[src/rtl/framebuffer_swap_controller_if.sv]
// Purpose: bundles the display read path, RAM write port, renderer handshake and swap control.
// Latency: wiring only; rd_data returns one cycle after rd_addr.
// Backpressure: renderer writes stall while px_ready is low.
// Ports: disp_* (display_driver), rd_*/wr_* (dual-port RAM), px_* (renderer),
//        swap_req/clear_on_swap/busy/front_page (page control).
// Modports: slave = controller view, master = surrounding environment view.
interface framebuffer_swap_controller_if #(
  parameter int rows     = 8,
  parameter int columns  = 32,
  parameter int bitwidth = 10
);
  localparam int RB = $clog2(rows);
  localparam int CB = $clog2(columns);
  localparam int AW = 1 + RB + CB;
  localparam int PW = 3 * bitwidth;

  logic [RB-1:0] disp_row;
  logic [CB-1:0] disp_column;
  logic [PW-1:0] disp_pixel;
  logic          frame_complete;
  logic [AW-1:0] rd_addr;
  logic [PW-1:0] rd_data;
  logic [AW-1:0] wr_addr;
  logic          wr_en;
  logic [PW-1:0] wr_data;
  logic          px_valid;
  logic          px_ready;
  logic [RB-1:0] px_row;
  logic [CB-1:0] px_column;
  logic [PW-1:0] px_data;
  logic          swap_req;
  logic          clear_on_swap;
  logic          busy;
  logic          front_page;

  modport slave (
    input  disp_row, disp_column, frame_complete, rd_data,
           px_valid, px_row, px_column, px_data, swap_req, clear_on_swap,
    output disp_pixel, rd_addr, wr_addr, wr_en, wr_data, px_ready, busy, front_page
  );

  modport master (
    output disp_row, disp_column, frame_complete, rd_data,
           px_valid, px_row, px_column, px_data, swap_req, clear_on_swap,
    input  disp_pixel, rd_addr, wr_addr, wr_en, wr_data, px_ready, busy, front_page
  );
endinterface

[src/rtl/framebuffer_swap_controller.sv]
// Purpose: double-buffered framebuffer control: display reads front page, renderer writes back page.
// Latency: writes are issued the cycle they are accepted; disp_pixel follows disp_row/column by the RAM's 1 cycle.
// Backpressure: px_ready drops while a swap is pending or the clear engine is running.
// Ports: clk, rst_n (async active-low) plus the slave view of framebuffer_swap_controller_if.
module framebuffer_swap_controller #(
  parameter int                    rows        = 8,
  parameter int                    columns     = 32,
  parameter int                    bitwidth    = 10,
  parameter logic [3*bitwidth-1:0] clear_value = '0
) (
  input  logic                          clk,
  input  logic                          rst_n,
  framebuffer_swap_controller_if.slave  bus
);
  localparam int RB = $clog2(rows);
  localparam int CB = $clog2(columns);
  localparam int AW = 1 + RB + CB;
  localparam int PW = 3 * bitwidth;
  localparam int NB = RB + CB;

  // rows and columns are powers of two, so the last pixel index is all ones.
  localparam logic [NB-1:0] LAST_PIX = '1;

  typedef enum logic [1:0] {
    IDLE    = 2'd0,
    PENDING = 2'd1,
    CLEAR   = 2'd2
  } state_t;

  state_t        state_q, state_nxt;
  logic          front_q, front_nxt;
  logic          clr_flag_q, clr_flag_nxt;
  logic [NB-1:0] cnt_q, cnt_nxt;

  logic          wr_en_c;
  logic [AW-1:0] wr_addr_c;
  logic [PW-1:0] wr_data_c;

  always_ff @(posedge clk or negedge rst_n) begin
    if (!rst_n) begin
      state_q    <= IDLE;
      front_q    <= 1'b0;
      clr_flag_q <= 1'b0;
      cnt_q      <= '0;
    end else begin
      state_q    <= state_nxt;
      front_q    <= front_nxt;
      clr_flag_q <= clr_flag_nxt;
      cnt_q      <= cnt_nxt;
    end
  end

  always_comb begin
    state_nxt    = state_q;
    front_nxt    = front_q;
    clr_flag_nxt = clr_flag_q;
    cnt_nxt      = cnt_q;
    wr_en_c      = 1'b0;
    wr_addr_c    = {~front_q, bus.px_row, bus.px_column};
    wr_data_c    = bus.px_data;

    case (state_q)
      IDLE: begin
        // A write accepted alongside swap_req still targets the current
        // back page, since front_q only moves later in PENDING.
        wr_en_c = bus.px_valid;
        if (bus.swap_req) begin
          state_nxt    = PENDING;
          clr_flag_nxt = bus.clear_on_swap;
        end
      end
      PENDING: begin
        if (bus.frame_complete) begin
          front_nxt = ~front_q;
          cnt_nxt   = '0;
          state_nxt = clr_flag_q ? CLEAR : IDLE;
        end
      end
      CLEAR: begin
        // front_q has already flipped, so ~front_q is the page just retired.
        wr_en_c   = 1'b1;
        wr_addr_c = {~front_q, cnt_q};
        wr_data_c = clear_value;
        if (cnt_q == LAST_PIX) begin
          cnt_nxt   = '0;
          state_nxt = IDLE;
        end else begin
          cnt_nxt = cnt_q + 1'b1;
        end
      end
      default: begin
        state_nxt = IDLE;
      end
    endcase
  end

  // rst_n gating keeps the RAM port and the handshake quiet while reset is held.
  assign bus.wr_en      = wr_en_c & rst_n;
  assign bus.wr_addr    = wr_addr_c;
  assign bus.wr_data    = wr_data_c;
  assign bus.px_ready   = (state_q == IDLE) & rst_n;
  assign bus.busy       = (state_q != IDLE);
  assign bus.front_page = front_q;

  assign bus.rd_addr    = {front_q, bus.disp_row, bus.disp_column};
  assign bus.disp_pixel = bus.rd_data;
endmodule
[src/flat_wrapper.sv]
// flat-port wrapper written by rule: the top's interface ports become plain ports
module framebuffer_swap_controller_flat 
#(
  parameter int                    rows        = 8,
  parameter int                    columns     = 32,
  parameter int                    bitwidth    = 10,
  parameter logic [3*bitwidth-1:0] clear_value = '0
)
  (clk, rst_n, bus_disp_row, bus_disp_column, bus_frame_complete, bus_rd_data, bus_px_valid, bus_px_row, bus_px_column, bus_px_data, bus_swap_req, bus_clear_on_swap, bus_disp_pixel, bus_rd_addr, bus_wr_addr, bus_wr_en, bus_wr_data, bus_px_ready, bus_busy, bus_front_page);
  framebuffer_swap_controller_if #(.rows(rows), .columns(columns), .bitwidth(bitwidth)) bus_i ();
  input  logic clk;
  input  logic rst_n;
  input wire logic [$bits(bus_i.disp_row)-1:0] bus_disp_row;
  input wire logic [$bits(bus_i.disp_column)-1:0] bus_disp_column;
  input wire logic [$bits(bus_i.frame_complete)-1:0] bus_frame_complete;
  input wire logic [$bits(bus_i.rd_data)-1:0] bus_rd_data;
  input wire logic [$bits(bus_i.px_valid)-1:0] bus_px_valid;
  input wire logic [$bits(bus_i.px_row)-1:0] bus_px_row;
  input wire logic [$bits(bus_i.px_column)-1:0] bus_px_column;
  input wire logic [$bits(bus_i.px_data)-1:0] bus_px_data;
  input wire logic [$bits(bus_i.swap_req)-1:0] bus_swap_req;
  input wire logic [$bits(bus_i.clear_on_swap)-1:0] bus_clear_on_swap;
  output wire logic [$bits(bus_i.disp_pixel)-1:0] bus_disp_pixel;
  output wire logic [$bits(bus_i.rd_addr)-1:0] bus_rd_addr;
  output wire logic [$bits(bus_i.wr_addr)-1:0] bus_wr_addr;
  output wire logic [$bits(bus_i.wr_en)-1:0] bus_wr_en;
  output wire logic [$bits(bus_i.wr_data)-1:0] bus_wr_data;
  output wire logic [$bits(bus_i.px_ready)-1:0] bus_px_ready;
  output wire logic [$bits(bus_i.busy)-1:0] bus_busy;
  output wire logic [$bits(bus_i.front_page)-1:0] bus_front_page;
  assign bus_i.disp_row = bus_disp_row;
  assign bus_i.disp_column = bus_disp_column;
  assign bus_i.frame_complete = bus_frame_complete;
  assign bus_i.rd_data = bus_rd_data;
  assign bus_i.px_valid = bus_px_valid;
  assign bus_i.px_row = bus_px_row;
  assign bus_i.px_column = bus_px_column;
  assign bus_i.px_data = bus_px_data;
  assign bus_i.swap_req = bus_swap_req;
  assign bus_i.clear_on_swap = bus_clear_on_swap;
  assign bus_disp_pixel = bus_i.disp_pixel;
  assign bus_rd_addr = bus_i.rd_addr;
  assign bus_wr_addr = bus_i.wr_addr;
  assign bus_wr_en = bus_i.wr_en;
  assign bus_wr_data = bus_i.wr_data;
  assign bus_px_ready = bus_i.px_ready;
  assign bus_busy = bus_i.busy;
  assign bus_front_page = bus_i.front_page;
  framebuffer_swap_controller #(.rows(rows), .columns(columns), .bitwidth(bitwidth), .clear_value(clear_value)) u_core (.clk(clk), .rst_n(rst_n), .bus(bus_i));
endmodule
[config.mk]
export PLATFORM = sky130hd
export DESIGN_NAME = framebuffer_swap_controller_flat
export DESIGN_NICKNAME = d
export VERILOG_FILES = /design/src/rtl/framebuffer_swap_controller_if.sv /design/src/rtl/framebuffer_swap_controller.sv /design/src/flat_wrapper.sv
export SDC_FILE = /design/constraint.sdc
export NUM_CORES = 1
export LEC_CHECK = 0
export CAP_MARGIN = 10
export CORE_ASPECT_RATIO = 1.2
export CORE_MARGIN = 2
export CORE_UTILIZATION = 23
export CTS_CLUSTER_SIZE = 14
export DETAILED_ROUTE_END_ITERATION = 8
export GPL_TIMING_DRIVEN = 0
export PLACE_DENSITY = 0.84
export SLEW_MARGIN = 10
export SYNTH_ARGS = -nofsm -noshare
export SYNTH_HDL_FRONTEND = slang
export SYNTH_SLANG_ARGS = --single-unit
[constraint.sdc]
create_clock -name clk -period 1.4 [get_ports clk]
set_clock_uncertainty 0.1 [all_clocks]
set_input_delay 0.28 -clock clk [delete_from_list [all_inputs] [get_ports clk]]
set_output_delay 0.28 -clock clk [all_outputs]
set_load 0.05 [all_outputs]
==> impl_table.tex, run 1 <==
\begin{tabular}{lr}
\hline
Metric & Value \\
\hline
\multicolumn{2}{l}{\textbf{Status}} \\
Outcome & finished with violations \\
Violated checks & setup timing \\
\multicolumn{2}{l}{\textbf{Setup path}} \\
CP startpoint kind & register \\
Crit Path Category & register to output port \\
CP Capture Type & output port \\
Required time at the worst-slack endpoint & 1020 ps \\
Worst Path Arrival & 1390 ps \\
Critical-path maximum fanout & 9 \\
\multicolumn{2}{l}{\textbf{Pwr}} \\
Clk pwr share & 7.9\% \\
Switching power & 0.00217 W \\
VDD IR-drop max & approximately 0.0008 V \\
Comb power frac & between 70\% and 80\% \\
Overall power consumption & 0.00424 W \\
PD cells & roughly 1400 nW/um2 \\
Pint & between 0.002 and 0.0025 W \\
Fraction of power spent switching nets & 51.2\% \\
Power share of the sequential group & 12.4\% \\
Static leakage power & around 1.5 nW \\
\multicolumn{2}{l}{\textbf{Drt}} \\
Via Count & between 1500 and 2000 \\
First drt pass iteration count & 5 \\
Average detailed-routed wire length per instance & 14.6 um \\
Post-route DRC violation count & 0 \\
DRT antenna net count & 0 \\
Drt first-iter violations & 28 \\
Vias per inst & 4.48 \\
Total wire length & about 5400 um \\
\multicolumn{2}{l}{\textbf{Synthesis}} \\
Cells after synthesis & 165 \\
Share of Yosys cell area claimed by the top area cell type & 24.1\% \\
Area contributors post-synth & dfrtp\_1, buf\_4, and2\_1, nand2\_1, o21ai\_0 \\
Syn Nets & roughly 250 \\
Synth unique cells & 28 \\
Syn Area/Cell & between 7 and 8 um2 \\
Synth area leader & dfrtp\_1 \\
Total of flip-flops plus latches after synthesis & 12 \\
Register area share after synthesis & 24.1\% \\
Synth Cell Area & about 1200 um2 \\
Total of warnings raised by yosys & 0 \\
\multicolumn{2}{l}{\textbf{Min path}} \\
Class of the tightest hold or removal check & register to register \\
\multicolumn{2}{l}{\textbf{Place}} \\
Number of input and output port buffers inserted & 125 \\
Area after DPL & 2780 um2 \\
HPWL reported at the end of detailed placement & 3990 um \\
Gp weighted congestion & 0.807 \\
Number of cells in the design after placement & 352 \\
\multicolumn{2}{l}{\textbf{GRT}} \\
Via count of the first global-routing pass & 1590 \\
Maximum number of pins on one net before global-route repair & 13 \\
Grt ovf & 0 \\
Met3 Usage GRT & 3.72\% \\
Busiest layer in global routing & met2 \\
Initial antenna violation count & 0 \\
Overall routing resource usage & 16.5\% \\
First-pass GRT wire length & roughly 7900 um \\
Met1 global-route usage & 16.6\% \\
Fraction of met2 tracks used by global routing & 31.7\% \\
\multicolumn{2}{l}{\textbf{Final layout}} \\
Number of inserted filler cells in the final layout & 469 \\
Share of post-route cells with drive strength above 1 & 57.8\% \\
Highest-count cells in the layout ignoring fill and taps & buf\_4, clkdlybuf4s50\_1, dlygate4sd2\_1 \\
Number of nets in the layout & 390 \\
Final cell count without fillers & around 370 \\
Finished Cell Area & 3080 um2 \\
Synthesis-to-layout area growth & 147\% \\
Antenna diode count & 0 \\
Commonest non-fill, non-tap cell in the layout & buf\_4 \\
\multicolumn{2}{l}{\textbf{STA}} \\
Worst slew margin relative to its limit & about 60\% \\
Final Cycle Share & 127\% \\
Number of slew-limit violations in the final report & 0 \\
Highest achievable clock rate & 564 MHz \\
Transition at the pin with the smallest max-transition slack & 587 ps \\
Final setup fails & 49 \\
Unrepaired setup endpoints after global routing & yes \\
Period minus WS final & 1770 ps \\
Fin worst setup slack & -372 ps \\
Number of hold violations in the final report & 0 \\
\multicolumn{2}{l}{\textbf{Job}} \\
Max-capacitance violation count & 0 \\
\multicolumn{2}{l}{\textbf{Clocking}} \\
Cell at the root of the clock tree & clkbuf\_8 \\
Clock transition at the registers of the reported paths & 60 ps \\
Worst-skew pair later-pin latency & $\sim$250 ps \\
Maximum clock path buffer count & 2 \\
Maximum level of the CTS H-tree & 1 \\
Number of clock sinks seen by CTS & 12 \\
Clock tree from TritonCTS & built \\
Cts bufs inserted & 3 \\
\multicolumn{2}{l}{\textbf{Floorplanning}} \\
Cell row count & 29 \\
Starting density of the core & a little under a quarter \\
Horizontal extent of the die & 71.2 um \\
IO Pins & about 160 \\
Vert. Die Dim & roughly 85 um \\
Core Box Area & 5260 um2 \\
Die footprint & about 6000 um2 \\
\hline
\end{tabular}
## Yosys cell counts
cell      instances
buf_4            39
and2_1           31
nand2_1          31
dfrtp_1          12
o21ai_0           9
nor2_1            6
a21oi_1           4
inv_1             4
buf_2             3
buf_6             3
nand4_1           3
o21ai_1           3
nand3_1           2
and2b_4           1
and3_1            1
and3b_1           1
ha_1              1
mux2_2            1
mux2i_1           1
nand2b_1          1
nand4_4           1
nor2_4            1
nor3_1            1
nor3b_1           1
nor4_1            1
o31ai_1           1
o32ai_2           1
xnor2_1           1
## registers in the layout, indices dropped and copies added (netlist names)
signal                 flops
u_core.cnt_q               8
u_core.state_q             2
u_core.bus.front_page      1
u_core.clr_flag_q          1
## stage by stage
stage / TNS [ps] / util, % / setup WS (ps) / hold slack, ps
detailed placement: -41170 / 52.8 / -1310 / 378
global route: -16620 / 58.5 / -401 / 444
CTS: -14150 / 57.0 / -378 / 388
floorplan: -2110 / - / -147 / -116
finish: -14140 / 58.5 / -372 / 392
global placement: -40310 / 52.8 / -1300 / 356
## power by group through the flow
stage	clock network [W]	logic (W)	registers [W]
floorplan	0	0.00200	0.000580
global placement	0	0.00288	0.000545
detailed placement	0	0.00292	0.000549
CTS	0.000342	0.00322	0.000529
global route	0.000362	0.00352	0.000540
finish	0.000335	0.00338	0.000525
## worst paths after layout
check	startpoint	endpoint	slack, ps	depth (start not counted)
hold / removal	u_core.clr_flag_q$_DFFE_PN0P_	u_core.state_q[1]$_DFFE_PN0P_	390	2
min in group asynchronous	rst_n	u_core.clr_flag_q$_DFFE_PN0P_	610	2
hold reg to reg	u_core.clr_flag_q$_DFFE_PN0P_	u_core.state_q[1]$_DFFE_PN0P_	390	2
setup / recovery	u_core.state_q[0]$_DFFE_PN0P_	bus_wr_addr[3]	-370	5
max in group asynchronous	rst_n	u_core.bus.front_page$_DFFE_PN0P_	170	2
setup reg to reg	u_core.cnt_q[1]$_DFFE_PN0P_	u_core.cnt_q[3]$_DFFE_PN0P_	-110	4
## per-layer routing
metal	vias up	routed length (um)	part of all wire (%)
li1	772	-	-
met1	736	1670	31
met2	119	2950	55
met3	23	535	10
met4	0	195	3.6
met5	-	0	0
## critical path, stage by stage (launching register included)
cell	delay [ps]
dfrtp_2	430
and2b_4	270
buf_12	130
nand2_2	70
nand2_4	80
buf_8	140
## final cells by class
type / instances / area [um2] / area share, %
clock buffer: 4 / 45.0 / 1.46
inverter: 4 / 18.8 / 0.610
sequential: 12 / 304 / 9.87
multi-input combinational: 104 / 861 / 28.0
tap: 62 / 77.6 / 2.52
buffer: 44 / 365 / 11.9
timing repair buffer: 138 / 1410 / 45.7
## logic make-up (layout without fill, tap and decap cells)
logic type                 Yosys count  count (layout)  share of synthesized area [%]
muxes                                2               2                           1.71
adders and majority gates            1               1                           1.00
DFF                                 12              12                           24.1
xor gates and xnor gates             1               1                          0.702
AOI/OAI and AO/OA                   18              18                           8.33
and+or+nand+nor                     82              82                           35.6
buffers and inverters               49             190                           28.6
## what timing repair did
action / CTS / global route
buffers inserted: 8 / 2
pin swaps: 8 / 1
endpoints found under the setup margin: 86 / 53
gates cloned: 2 / 0
hold buffers: 1 / 0
gates resized for setup: 377 / 20
endpoints found under the hold margin: 12 / 0
Note: power is estimated with default switching activity, not from simulation.
==> run 2: changes to the inputs <==
REMOVE_ABC_BUFFERS = 1   (was default)
==> impl_table.tex, run 2 (synthesized netlist as in run 1, its figures left out) <==
\begin{tabular}{lr}
\hline
Metric & Value \\
\hline
\multicolumn{2}{l}{\textbf{Setup path}} \\
Launch point of the worst reg-to-reg path & u\_core.state\_q[0]\$\_DFFE\_PN0P\_ \\
Terminus of the critical flop-to-flop path & u\_core.cnt\_q[2]\$\_DFFE\_PN0P\_ \\
Required time at the worst-slack endpoint & 1020 ps \\
Critical-path maximum fanout & 7 \\
Start point of the critical path & u\_core.state\_q[0]\$\_DFFE\_PN0P\_ \\
Depth of the most critical reg-to-reg path & 6 \\
Worst Path Arrival & between 1000 and 1500 ps \\
Slack of the worst reg-to-reg path & -210 ps \\
Crit Path Category & register to output port \\
CP startpoint kind & register \\
CP endpoint & bus\_wr\_addr[3] \\
CP Capture Type & output port \\
\multicolumn{2}{l}{\textbf{STA}} \\
Final setup fails & 50 \\
Worst slew margin relative to its limit & between 60\% and 70\% \\
Final Cycle Share & 125\% \\
Min Hold Slack & 385 ps \\
Unrepaired setup endpoints after global routing & yes \\
Number of hold violations in the final report & 0 \\
Number of slew-limit violations in the final report & 0 \\
Fin worst setup slack & -352 ps \\
Period minus WS final & 1750 ps \\
Highest achievable clock rate & 571 MHz \\
Transition at the pin with the smallest max-transition slack & roughly 570 ps \\
\multicolumn{2}{l}{\textbf{Clocking}} \\
Maximum level of the CTS H-tree & 1 \\
Clock transition at the registers of the reported paths & 60 ps \\
Cell at the root of the clock tree & clkbuf\_8 \\
Worst-skew pair later-pin latency & 250 ps \\
Maximum clock path buffer count & 2 \\
Clock tree from TritonCTS & built \\
Cts bufs inserted & 3 \\
Number of clock sinks seen by CTS & 12 \\
\multicolumn{2}{l}{\textbf{Floorplanning}} \\
Horizontal extent of the die & between 70 and 80 um \\
Core Box Area & roughly 5300 um2 \\
Die footprint & 6030 um2 \\
Starting density of the core & between 20\% and 30\% \\
Cell row count & 29 \\
Vert. Die Dim & 84.7 um \\
IO Pins & 164 \\
\multicolumn{2}{l}{\textbf{Drt}} \\
DR WL met2 & 2510 um \\
Top routing layer in use & met4 \\
Total wire length & $\sim$5700 um \\
Drt first-iter violations & 117 \\
Post-route DRC violation count & 0 \\
Via Count & 1332 \\
Routed met3 length & 830 um \\
Vias per inst & 4.66 \\
Average detailed-routed wire length per instance & between 20 and 25 um \\
DRT antenna net count & 0 \\
First drt pass iteration count & 4 \\
Metal-1 WL & 2350 um \\
\multicolumn{2}{l}{\textbf{Status}} \\
Violated checks & setup timing \\
Outcome & finished with violations \\
\multicolumn{2}{l}{\textbf{GRT}} \\
Initial antenna violation count & 0 \\
First-pass GRT wire length & $\sim$8400 um \\
Overall routing resource usage & approximately a fifth \\
Via count of the first global-routing pass & approximately 1300 \\
Grt ovf & 0 \\
Maximum number of pins on one net before global-route repair & 13 \\
\multicolumn{2}{l}{\textbf{Final layout}} \\
Register with the highest flop count & u\_core.cnt\_q \\
Final core occ & 40.7\% \\
Antenna diode count & 0 \\
Number of nets in the layout & 309 \\
Largest registers ranked by flip-flop count & u\_core.cnt\_q (8), u\_core.state\_q (2) \\
Commonest non-fill, non-tap cell in the layout & clkdlybuf4s50\_1 \\
Number of flip-flops in the largest register & 8 \\
Highest-count cells in the layout ignoring fill and taps & clkdlybuf4s50\_1, buf\_6, and2\_1 \\
Share of post-route cells with drive strength above 1 & a little under two fifths \\
Synthesis-to-layout area growth & 71.5\% \\
\multicolumn{2}{l}{\textbf{Pwr}} \\
PD cells & 1600 nW/um2 \\
VDD IR-drop max & 0.000453 V \\
Static leakage power & 0.970 nW \\
\multicolumn{2}{l}{\textbf{Job}} \\
Max-capacitance violation count & 0 \\
\multicolumn{2}{l}{\textbf{Place}} \\
Number of input and output port buffers inserted & 87 \\
Gp weighted congestion & about 0.70 \\
HPWL reported at the end of detailed placement & 3980 um \\
\multicolumn{2}{l}{\textbf{Min path}} \\
Class of the tightest hold or removal check & register to register \\
\hline
\end{tabular}
run 2: worst max-delay path: stages, from the launching register on:
cell and delay [ps]:
dfrtp_2 460, and2b_4 340, nand2_1 80, nand2_1 80, buf_6 160
run 2: how the worst min path moves through the flow:
stage,endpoint,slack (ps),cells past startpoint,start
final,u_core.state_q[1]$_DFFE_PN0P_,380,2,u_core.clr_flag_q$_DFFE_PN0P_
after global routing,u_core.clr_flag_q$_DFFE_PN0P_,420,1,u_core.clr_flag_q$_DFFE_PN0P_
after CTS,u_core.state_q[1]$_DFFE_PN0P_,390,2,u_core.clr_flag_q$_DFFE_PN0P_
after detailed placement,u_core.state_q[1]$_DFFE_PN0P_,370,2,u_core.clr_flag_q$_DFFE_PN0P_
after global placement,u_core.state_q[1]$_DFFE_PN0P_,360,2,u_core.clr_flag_q$_DFFE_PN0P_
after floorplan,u_core.bus.front_page$_DFFE_PN0P_,-120,0,rst_n
run 2: cell type report:
type / count / area, um2
well taps: 62 / 77.6
fillers: 532 / 3120
multi-input cells: 108 / 698
flip-flops and latches: 12 / 303
repair buffers: 97 / 1000
clock buffers: 3 / 41.3
inverters: 4 / 15.0
run 2: timing repair:
| action | 4_1_cts | 5_1_grt |
|---|---|---|
| gates resized for setup | 312 | 25 |
| setup buffers | 8 | 1 |
| hold endpoints to repair | 12 | 0 |
| hold buffers | 1 | 0 |
| setup endpoints to repair | 52 | 53 |
| cloned | 4 | 0 |
| pin swaps | 1 | 3 |
run 2: per-layer routing:
layer | vias to the layer above | global-route usage [%]
met5 | - | 5.98
met4 | 0 | 3.60
met3 | 6 | 14.4
met2 | 91 | 25.0
met1 | 621 | 23.5
li1 | 614 | -
run 2: report_power, final:
part           total [W]  switching (W)  internal (W)
Sequential      0.000530       0.000103      0.000427
Combinational    0.00256        0.00158      0.000984
Clock           0.000329       0.000138      0.000190
Total            0.00342        0.00182       0.00160
run 2: metrics by stage:
step / TNS, ps / cell area [um2] / cells / setup WS [ps] / total power, W
after floorplan: -25250 / 906 / 120 / -1220 / 0.00192
after global placement: -63330 / 1850 / 269 / -1530 / 0.00267
after detailed placement: -64200 / 1850 / 269 / -1550 / 0.00269
after CTS: -11750 / 2080 / 285 / -334 / 0.00334
after global routing: -15650 / 2140 / 286 / -403 / 0.00360
final: -12570 / 2140 / 286 / -352 / 0.00342
==> run 3: changes to the inputs <==
CORE_ASPECT_RATIO = 1.5   (was 1.2)
SKIP_LAST_GASP = 1   (was default)
==> impl_table.tex, run 3 (synthesized netlist as in run 1, its figures left out) <==
\begin{tabular}{lr}
\hline
Metric & Value \\
\hline
\multicolumn{2}{l}{\textbf{Final layout}} \\
Share of post-route cells with drive strength above 1 & about 61\% \\
Final cell count without fillers & 305 \\
Highest-count cells in the layout ignoring fill and taps & clkdlybuf4s50\_1, buf\_8, and2\_4 \\
Number of flip-flops in the largest register & 8 \\
Number of inserted filler cells in the final layout & 477 \\
Finished Cell Area & 2560 um2 \\
Synthesis-to-layout area growth & 105\% \\
Number of nets in the layout & 321 \\
Antenna diode count & 0 \\
Commonest non-fill, non-tap cell in the layout & clkdlybuf4s50\_1 \\
Register with the highest flop count & u\_core.cnt\_q \\
Largest registers ranked by flip-flop count & u\_core.cnt\_q (8), u\_core.state\_q (2) \\
\multicolumn{2}{l}{\textbf{Pwr}} \\
VDD IR-drop max & 0.000696 V \\
PD cells & 1640 nW/um2 \\
Static leakage power & 1.16 nW \\
\multicolumn{2}{l}{\textbf{Clocking}} \\
Worst-skew pair later-pin latency & 250 ps \\
Maximum level of the CTS H-tree & 1 \\
Number of clock sinks seen by CTS & 12 \\
Cts bufs inserted & 3 \\
Clock transition at the registers of the reported paths & 50 ps \\
Maximum clock path buffer count & 2 \\
Clock tree from TritonCTS & built \\
Cell at the root of the clock tree & clkbuf\_8 \\
\multicolumn{2}{l}{\textbf{Place}} \\
Number of input and output port buffers inserted & 87 \\
HPWL reported at the end of detailed placement & 4020 um \\
Gp weighted congestion & 0.787 \\
Area after DPL & $\sim$1900 um2 \\
Number of cells in the design after placement & 275 \\
\multicolumn{2}{l}{\textbf{Setup path}} \\
Critical-path maximum fanout & 6 \\
Required time at the worst-slack endpoint & 1020 ps \\
Launch point of the worst reg-to-reg path & u\_core.state\_q[0]\$\_DFFE\_PN0P\_ \\
Worst Path Arrival & 1350 ps \\
Terminus of the critical flop-to-flop path & u\_core.cnt\_q[4]\$\_DFFE\_PN0P\_ \\
Slowest cell delay on critical path & $\sim$450 ps \\
Ordered list of cells on the worst path & buf\_6 -> nand2b\_4 -> and2\_4 -> buf\_8 \\
CP startpoint kind & register \\
Slack of the worst reg-to-reg path & -60 ps \\
Depth of the most critical reg-to-reg path & 6 \\
Critical Path Slowest Stage Cell & dfrtp\_2 \\
CP Capture Type & output port \\
Crit Path Category & register to output port \\
\multicolumn{2}{l}{\textbf{STA}} \\
Min Hold Slack & roughly 370 ps \\
Highest achievable clock rate & between 500 and 600 MHz \\
Final setup fails & 49 \\
Fin worst setup slack & -330 ps \\
Worst slew margin relative to its limit & 61.4\% \\
Final sum of negative setup slack & -12510 ps \\
Unrepaired setup endpoints after global routing & yes \\
Number of slew-limit violations in the final report & 0 \\
Period minus WS final & 1730 ps \\
Final Cycle Share & 124\% \\
Transition at the pin with the smallest max-transition slack & $\sim$580 ps \\
Number of hold violations in the final report & 0 \\
\multicolumn{2}{l}{\textbf{GRT}} \\
Via count of the first global-routing pass & 1397 \\
Overall routing resource usage & 19.8\% \\
Fraction of met2 tracks used by global routing & 29.3\% \\
First-pass GRT wire length & 8600 um \\
Met1 global-route usage & approximately 22\% \\
Maximum number of pins on one net before global-route repair & 13 \\
Met3 Usage GRT & between 10\% and 20\% \\
Grt ovf & 0 \\
Initial antenna violation count & 0 \\
Busiest layer in global routing & met2 \\
\multicolumn{2}{l}{\textbf{Drt}} \\
Vias per inst & between 4 and 5 \\
Via Count & 1402 \\
Drt first-iter violations & 43 \\
First drt pass iteration count & 4 \\
Total wire length & 6330 um \\
Average detailed-routed wire length per instance & 20.8 um \\
Post-route DRC violation count & 0 \\
DRT antenna net count & 0 \\
\multicolumn{2}{l}{\textbf{Status}} \\
Outcome & finished with violations \\
Violated checks & setup timing \\
\multicolumn{2}{l}{\textbf{Min path}} \\
Hold depth & 2 \\
Start point of the worst min-delay path & u\_core.clr\_flag\_q\$\_DFFE\_PN0P\_ \\
Endpoint with the worst hold slack & u\_core.state\_q[1]\$\_DFFE\_PN0P\_ \\
Class of the tightest hold or removal check & register to register \\
\multicolumn{2}{l}{\textbf{Floorplanning}} \\
Cell row count & 32 \\
Starting density of the core & 24.0\% \\
Core Box Area & around 5200 um2 \\
Vert. Die Dim & 94.2 um \\
Horizontal extent of the die & 64.1 um \\
IO Pins & 164 \\
Die footprint & between 6000 and 7000 um2 \\
\multicolumn{2}{l}{\textbf{Job}} \\
Max-capacitance violation count & 0 \\
\hline
\end{tabular}
[run 3: metal layers]
layer,vias up,routed length [um]
met3,7,1010
li1,642,-
met4,0,54
met5,-,0
met1,670,2290
met2,83,2980
[run 3: how the worst max path moves through the flow]
stage                                  start              end  slack (ps)
2_1_floorplan  u_core.state_q[0]$_DFFE_PN0P_   bus_wr_addr[4]       -1220
4_1_cts        u_core.state_q[0]$_DFFE_PN0P_  bus_wr_data[24]        -300
3_3_place_gp   u_core.state_q[0]$_DFFE_PN0P_   bus_wr_addr[4]       -1610
6_report       u_core.state_q[0]$_DFFE_PN0P_  bus_wr_data[25]        -330
3_5_place_dp   u_core.state_q[0]$_DFFE_PN0P_   bus_wr_addr[4]       -1670
5_1_grt        u_core.state_q[0]$_DFFE_PN0P_   bus_wr_addr[5]        -360
[run 3: per-stage QoR]
step                      power (W)  setup slack, ps  utilization, %
after floorplan             0.00192            -1220               -
after global placement      0.00267            -1610            35.8
after detailed placement    0.00269            -1670            35.8
after CTS                   0.00405             -300            47.3
after global routing        0.00437             -361            49.2
final                       0.00420             -330            49.2
[run 3: area by class of cell]
class	count	area (um2)	share of cell area, %
clock buffers	4	55.1	2.15
inverters	4	15.0	0.586
multi-input cells	111	867	33.9
flip-flops and latches	12	305	11.9
well taps	68	85.1	3.32
repair buffers	106	1230	48.2
[run 3: worst max-delay path, delay by kind of cell, from the launching register on]
family	cells	cell delay, ps
simple gates	2	340
buf+inv	2	300
flops	1	450
[run 3: timing repair]
| action | in CTS | in global routing |
|---|---|---|
| endpoints found under the setup margin | 52 | 54 |
| buffers inserted | 15 | 5 |
| hold endpoints to repair | 12 | 0 |
| hold buffers | 1 | 0 |
| cloned | 7 | 0 |
| pin swaps | 41 | 13 |
| gates resized for setup | 406 | 31 |
[run 3: power breakdown]
group / switching (W) / leakage, nW / internal [W] / total, W
Clock: 0.000148 / 0.0288 / 0.000250 / 0.000398
Sequential: 0.000102 / 0.153 / 0.000430 / 0.000532
Combinational: 0.00178 / 0.978 / 0.00149 / 0.00327
Total: 0.00203 / 1.16 / 0.00217 / 0.00420
